**src/rtl/enc_pri_rr.sv**
```systemverilog
// enc_pri_rr: registered N-to-W priority encoder with a 1-deep ready/valid
// output register.
//
// Each load cycle the request lines are turned into a single granted index.
// Arbitration is either fixed priority (index 0 highest) or round-robin
// from a rotating pointer. Input polarity is selectable.
//
// Parameters:
//   N          number of request inputs (2..64)
//   W          index width, derived from N
//   ACTIVE_LOW 1 = a request bit is asserted when its input is 0
//   RR_MODE    0 = fixed priority, 1 = round-robin
//
// Ports:
//   clk        rising-edge clock
//   rst_n      asynchronous active-low reset
//   req        raw request lines, sampled only in load cycles
//   out_ready  consumer accepts out_idx this cycle
//   out_valid  out_idx/out_multi hold a valid encode
//   out_idx    index of the granted request
//   out_multi  more than one request was active when out_idx was loaded
//   rr_ptr     round-robin pointer (debug); stays 0 in fixed-priority mode
module enc_pri_rr #(
  parameter int N          = 8,
  parameter int W          = $clog2(N),
  parameter bit ACTIVE_LOW = 1'b0,
  parameter bit RR_MODE    = 1'b0
) (
  input  logic         clk,
  input  logic         rst_n,
  input  logic [N-1:0] req,
  input  logic         out_ready,
  output logic         out_valid,
  output logic [W-1:0] out_idx,
  output logic         out_multi,
  output logic [W-1:0] rr_ptr
);

  localparam logic [N-1:0] ONE_N = {{(N-1){1'b0}}, 1'b1};

  logic         valid_q, valid_d;
  logic [W-1:0] idx_q, idx_d;
  logic         multi_q, multi_d;
  logic [W-1:0] ptr_q, ptr_d;

  logic [N-1:0] act;
  logic         load;
  logic         accept;
  logic         any_act;
  logic         multi_act;
  logic [W-1:0] p;
  logic [W-1:0] sel;

  // Increment an index modulo N; also correct when N is not a power of two.
  function automatic logic [W-1:0] wrap_inc(input logic [W-1:0] v);
    if (v == W'(N - 1)) begin
      return '0;
    end else begin
      return v + W'(1);
    end
  endfunction

  assign act       = ACTIVE_LOW ? ~req : req;
  assign load      = !valid_q || out_ready;
  assign accept    = valid_q && out_ready;
  assign any_act   = |act;
  // Clearing the lowest set bit leaves something only if two or more were set.
  assign multi_act = |(act & (act - ONE_N));

  // When a transfer completes in the same cycle as a new load, the search
  // must start just past the index being handed off, not at the stale
  // pointer, or the same requester could win twice in a row.
  always_comb begin
    p = '0;
    if (RR_MODE) begin
      p = accept ? wrap_inc(idx_q) : ptr_q;
    end
  end

  // Circular search starting at p; with p=0 this is plain lowest-index-first.
  always_comb begin
    int  j;
    logic found;
    sel   = '0;
    found = 1'b0;
    j     = 0;
    for (int i = 0; i < N; i++) begin
      j = int'(p) + i;
      if (j >= N) begin
        j = j - N;
      end
      if (!found && act[j]) begin
        found = 1'b1;
        sel   = W'(j);
      end
    end
  end

  always_comb begin
    valid_d = valid_q;
    idx_d   = idx_q;
    multi_d = multi_q;
    ptr_d   = ptr_q;
    if (load) begin
      valid_d = any_act;
      if (any_act) begin
        idx_d   = sel;
        multi_d = multi_act;
      end
    end
    if (RR_MODE && accept) begin
      ptr_d = wrap_inc(idx_q);
    end
  end

  always_ff @(posedge clk or negedge rst_n) begin
    if (!rst_n) begin
      valid_q <= 1'b0;
      idx_q   <= '0;
      multi_q <= 1'b0;
      ptr_q   <= '0;
    end else begin
      valid_q <= valid_d;
      idx_q   <= idx_d;
      multi_q <= multi_d;
      ptr_q   <= ptr_d;
    end
  end

  assign out_valid = valid_q;
  assign out_idx   = idx_q;
  assign out_multi = multi_q;
  assign rr_ptr    = ptr_q;

endmodule

```
**config.mk**
```make
export PLATFORM = sky130hd
export DESIGN_NAME = enc_pri_rr
export DESIGN_NICKNAME = d
export VERILOG_FILES = /design/src/rtl/enc_pri_rr.sv
export SDC_FILE = /design/constraint.sdc
export NUM_CORES = 1
export LEC_CHECK = 0
export ABC_AREA = 1
export BUFFER_PORTS_ARGS = -buffer_cell sky130_fd_sc_hd__buf_2
export CAP_MARGIN = 20
export CORE_AREA = 2 2 39 41
export CTS_CLUSTER_DIAMETER = 100
export DETAILED_ROUTE_END_ITERATION = 16
export DIE_AREA = 0 0 41 43
export PLACE_DENSITY = 0.53
export SKIP_LAST_GASP = 1
export SLEW_MARGIN = 20
export SYNTH_ARGS = -nofsm -noshare
export SYNTH_HDL_FRONTEND = slang
export SYNTH_SLANG_ARGS = --single-unit
export TNS_END_PERCENT = 30
```
**constraint.sdc**
```tcl
create_clock -name clk -period 2.5 [get_ports clk]
set_input_delay 0.25 -clock clk [delete_from_list [all_inputs] [get_ports clk]]
set_output_delay 0.25 -clock clk [all_outputs]
set_load 0.02 [all_outputs]
```
# Word level (Yosys, flattened, before mapping)
# Cells that the tools add are included.
dict set report op_classes {
  n_addsub 1
  muxes 14
  n_bitwise 1
  n_reduce_logical 19
}
# op count
set op_table {}
lappend op_table {{$reduce_or A8 Y1} 2}
lappend op_table {{$mux W3} 4}
lappend op_table {{$and A8 B8 Y8} 1}
lappend op_table {{$logic_not A1 Y1} 8}
lappend op_table {{$mux W1} 8}
lappend op_table {{$sub A8 B1 Y8 const B} 1}
lappend op_table {{$logic_and A1 B1 Y1} 7}
lappend op_table {{$mux W2} 2}
lappend op_table {{$reduce_and A2 Y1} 1}
lappend op_table {{$logic_or A1 B1 Y1} 1}
dict set report word_totals {
  register_bits 5
  input_bits 11
  out_inout_bits 8
  wordCells 38
}

# Depth between registers and ports, before layout
dict set report logic_depth {
  ltp_word 22
  depth_mapped 8
}

# Worst setup path before layout
# Ideal clock, no wire load.
dict set report synth_path {
  path_kind {flip-flop to flip-flop}
  from {register valid_q, in the netlist out_valid}
  to {register idx_q[0], in the netlist out_idx[0]}
  setup_ps 117
  arrival_time_ps 886
  required_ps 2383
  slack_ps 1498
  stages_incl_launch_ff 7
  path_buffers 0
  period_less_slack_ps 1002
  path_cell_list {dfrtp_1 inv_1 nor2_8 inv_1 o21ai_1 nor2_1 nor2_1}
}
dict set report synth_via {
  elab_chain_len 3
}
# item line
set synth_rtl {}
lappend synth_rtl {{start, declared} 41} ;# logic valid_q, valid_d;
lappend synth_rtl {{start signal, assigned} 123} ;# valid_q <= valid_d;
lappend synth_rtl {{$logic_not A1 Y1} 64} ;# assign load = !valid_q || out_ready;
lappend synth_rtl {{$logic_or A1 B1 Y1} 64}
lappend synth_rtl {{$reduce_and A2 Y1 (no line)} --}
lappend synth_rtl {{end signal, assigned} 124} ;# idx_q <= idx_d;
lappend synth_rtl {{end, declared} 42} ;# logic [W-1:0] idx_q, idx_d;
# No other way between the ends.
# A chain may end at the register's enable or synchronous reset.

# Worst setup path after layout
dict set report layout_path {
  from {register idx_q[1], in the netlist out_idx[1]}
  to {output out_idx[1]}
}
# item line
set layout_lines {}
lappend layout_lines {{end, declared} 34} ;# output logic [W-1:0] out_idx,
# No word-level cell between the ends.

==> results.yml <==
clock_tree:
  root_buffer: "clkbuf_4"
  clock_latency_ns: 0.24
  post_cts_resized: 0
  ctsHoldBuffers: 1
  cts_buffers: 3
  cts_buffer_depth: 2
  cts_tree: "built"
  clk_pin_slew_ns: 0.05
  postCtsSetupRepairBufs: 0
  cts-htree-levels: 1
  clkSinkCount: 5
worst_setup_path:
  crit_fanout: 2
  worstPathArrival_ns: 0.78
  cp_slowest_cell: "dfrtp_1"
  cp_cell_sequence: "buf_2"
  crit_path_start_kind: "flop"
  critPathBufInv: 1
  r2r_cells: 6
  path_class: "flop to output pin"
  slowest_delay_ns: 0.37
  crit-reg2reg-launch: "out_valid$_DFFE_PN0P_"
  cp.depth: 1
  required_ns: 2.25
  crit_start: "out_idx[1]$_DFFE_PN0P_"
  critPathCaptureType: "output pin"
  path_delay_family: "flip-flops"
final_layout:
  layout_commonest_cell: "buf_2"
  final_cell_mix: "buf_2, nand2_1, nor2_1"
  nFillCells: 156
  final_cells: 89
  nets: 85
  areaGrowthSynthToFinish_pct: 29.25
  final_util_pct: 37.16
  drive_above_1_share_pct: 32.88
  antenna_cells: 0
  regArea_sq_um: 125.1
  post-route-cell-area_sq_um: 514.2
  multi_input_area_sq_um: 231.5
die:
  die_area_sq_um: 1763
  start_util_pct: 28.75
  chipWidth_um: 41
  die_y_um: 43
  core_area_sq_um: 1384
  rows: 14
  ios: 19
timing:
  fin_ws_ns: 1.473
  tns_ns: 0
  rsz0062_at_grt: "no"
  finalSetupViolCount: 0
  period_share_pct: 41.09
  fin_hold_ws_ns: 0.3551
  hold_viol: 0
  final_max_slew_viol_count: 0
  fin_skew_ns: 0.005151
  period_minus_slack_ns: 1.027
  fmax_mhz: 973.5
status:
  status: "completed"
placement:
  routabilityCongestion: 0.6541
  placed_area_sq_um: 478.0
  io_buffer_count: 15
  pre_cts_ws_ns: 1.386
  dp_cells: 84
  dpl.hpwl_um: 653.8
route:
  first_pass_iters: 4
  avgRoutedWirePerCell_um: 8.809
  drc: 0
  drt_iter0_drc: 2
  drt-total-wl_um: 784
  final_antenna_net_count: 0
  num_vias: 361
  vias_per_cell: 4.056
yosys:
  syn-cell-area_sq_um: 397.9
  yosys-top-cells-area: "dfrtp_1, nor2_4, nand2_1, nor2_1, inv_1"
  postSynthAreaPerCell_sq_um: 7.368
  netlist.area_leader.share_pct: 31.45
  ys_ff_latch: 5
  ys_types: 15
  yosys.area.top_type: "dfrtp_1"
  syn-instance-count: 54
  yosys_warnings: 0
  yosysSeqAreaShare_pct: 31.45
global_route:
  grt_max_degree: 6
  overflow: 0
  grt_use_met1_pct: 14.38
  antenna_found_initial: 0
  grt_use_total_pct: 11.92
  grt_pass1_wl_um: 1407
  grt_pass1_vias: 363
  grtUsageMet3_pct: 1.571
  grt_busiest_layer: "met2"
  met2_usage_pct: 17.50
power_and_ir_drop:
  leakagePower_nw: 0.2688
  finalPower_mw: 0.2455
  p_per_area_nw_per_um2: 477.4
  max-vdd-ir-drop_v: 0.0001140
min_path:
  hp-class: "input pin to asynchronous set/reset pin"
flow_run:
  max-cap-violations: 0
==> state kept, by name, summed over array words and instances (netlist names) <==
signal / flops
out_valid: 1
out_idx: 3
out_multi: 1
==> routing by layer <==
layer	vias up	part of all wire (%)	wire [um]
li1	200	-	-
met1	147	44	346
met2	14	48	375
met3	0	7.9	62
met4	0	0	0
met5	-	0	0
==> kinds of logic after synthesis <==
family	share of synthesized area, %
AOI/OAI and AO/OA	11.63
DFF	31.45
and+or+nand+nor	43.71
buffers and inverters	12.26
other	0.9425
==> layout make-up <==
| cell class | count | area share (%) |
|---|---|---|
| flip-flops and latches | 5 | 24.33 |
| multi-input cells | 41 | 45.01 |
| inverters | 7 | 5.109 |
| clock buffers | 4 | 5.109 |
| repair buffers | 16 | 16.55 |
| well taps | 16 | 3.893 |
==> cells in the mapped netlist <==
library cell and count:
nand3_4 1, o22ai_1 1, or2_1 1, nor2_1 9
o21ai_1 2, conb_1 1, a21oi_1 5, dfrtp_1 5
o21ai_0 1, nor2_4 4, nor2_8 1, buf_4 3
nand2_1 11, nand3_1 2, inv_1 7
==> worst paths after layout <==
check	to	slack [ns]
max in group asynchronous	out_multi$_DFFE_PN0P_	2.01
hold / removal	out_idx[0]$_DFFE_PN0P_	0.36
setup / recovery	out_idx[1]	1.47
min in group clk	out_valid$_DFFE_PN0P_	0.36
setup reg to reg	out_idx[0]$_DFFE_PN0P_	1.56
hold reg to reg	out_multi$_DFFE_PN0P_	0.50
==> power by group <==
| group | switching [mW] | internal (mW) |
|---|---|---|
| combinational | 0.0394 | 0.0233 |
| clock | 0.0325 | 0.0603 |
| sequential | 0.00293 | 0.0871 |
No activity file was read; power rests on OpenSTA's default activity.
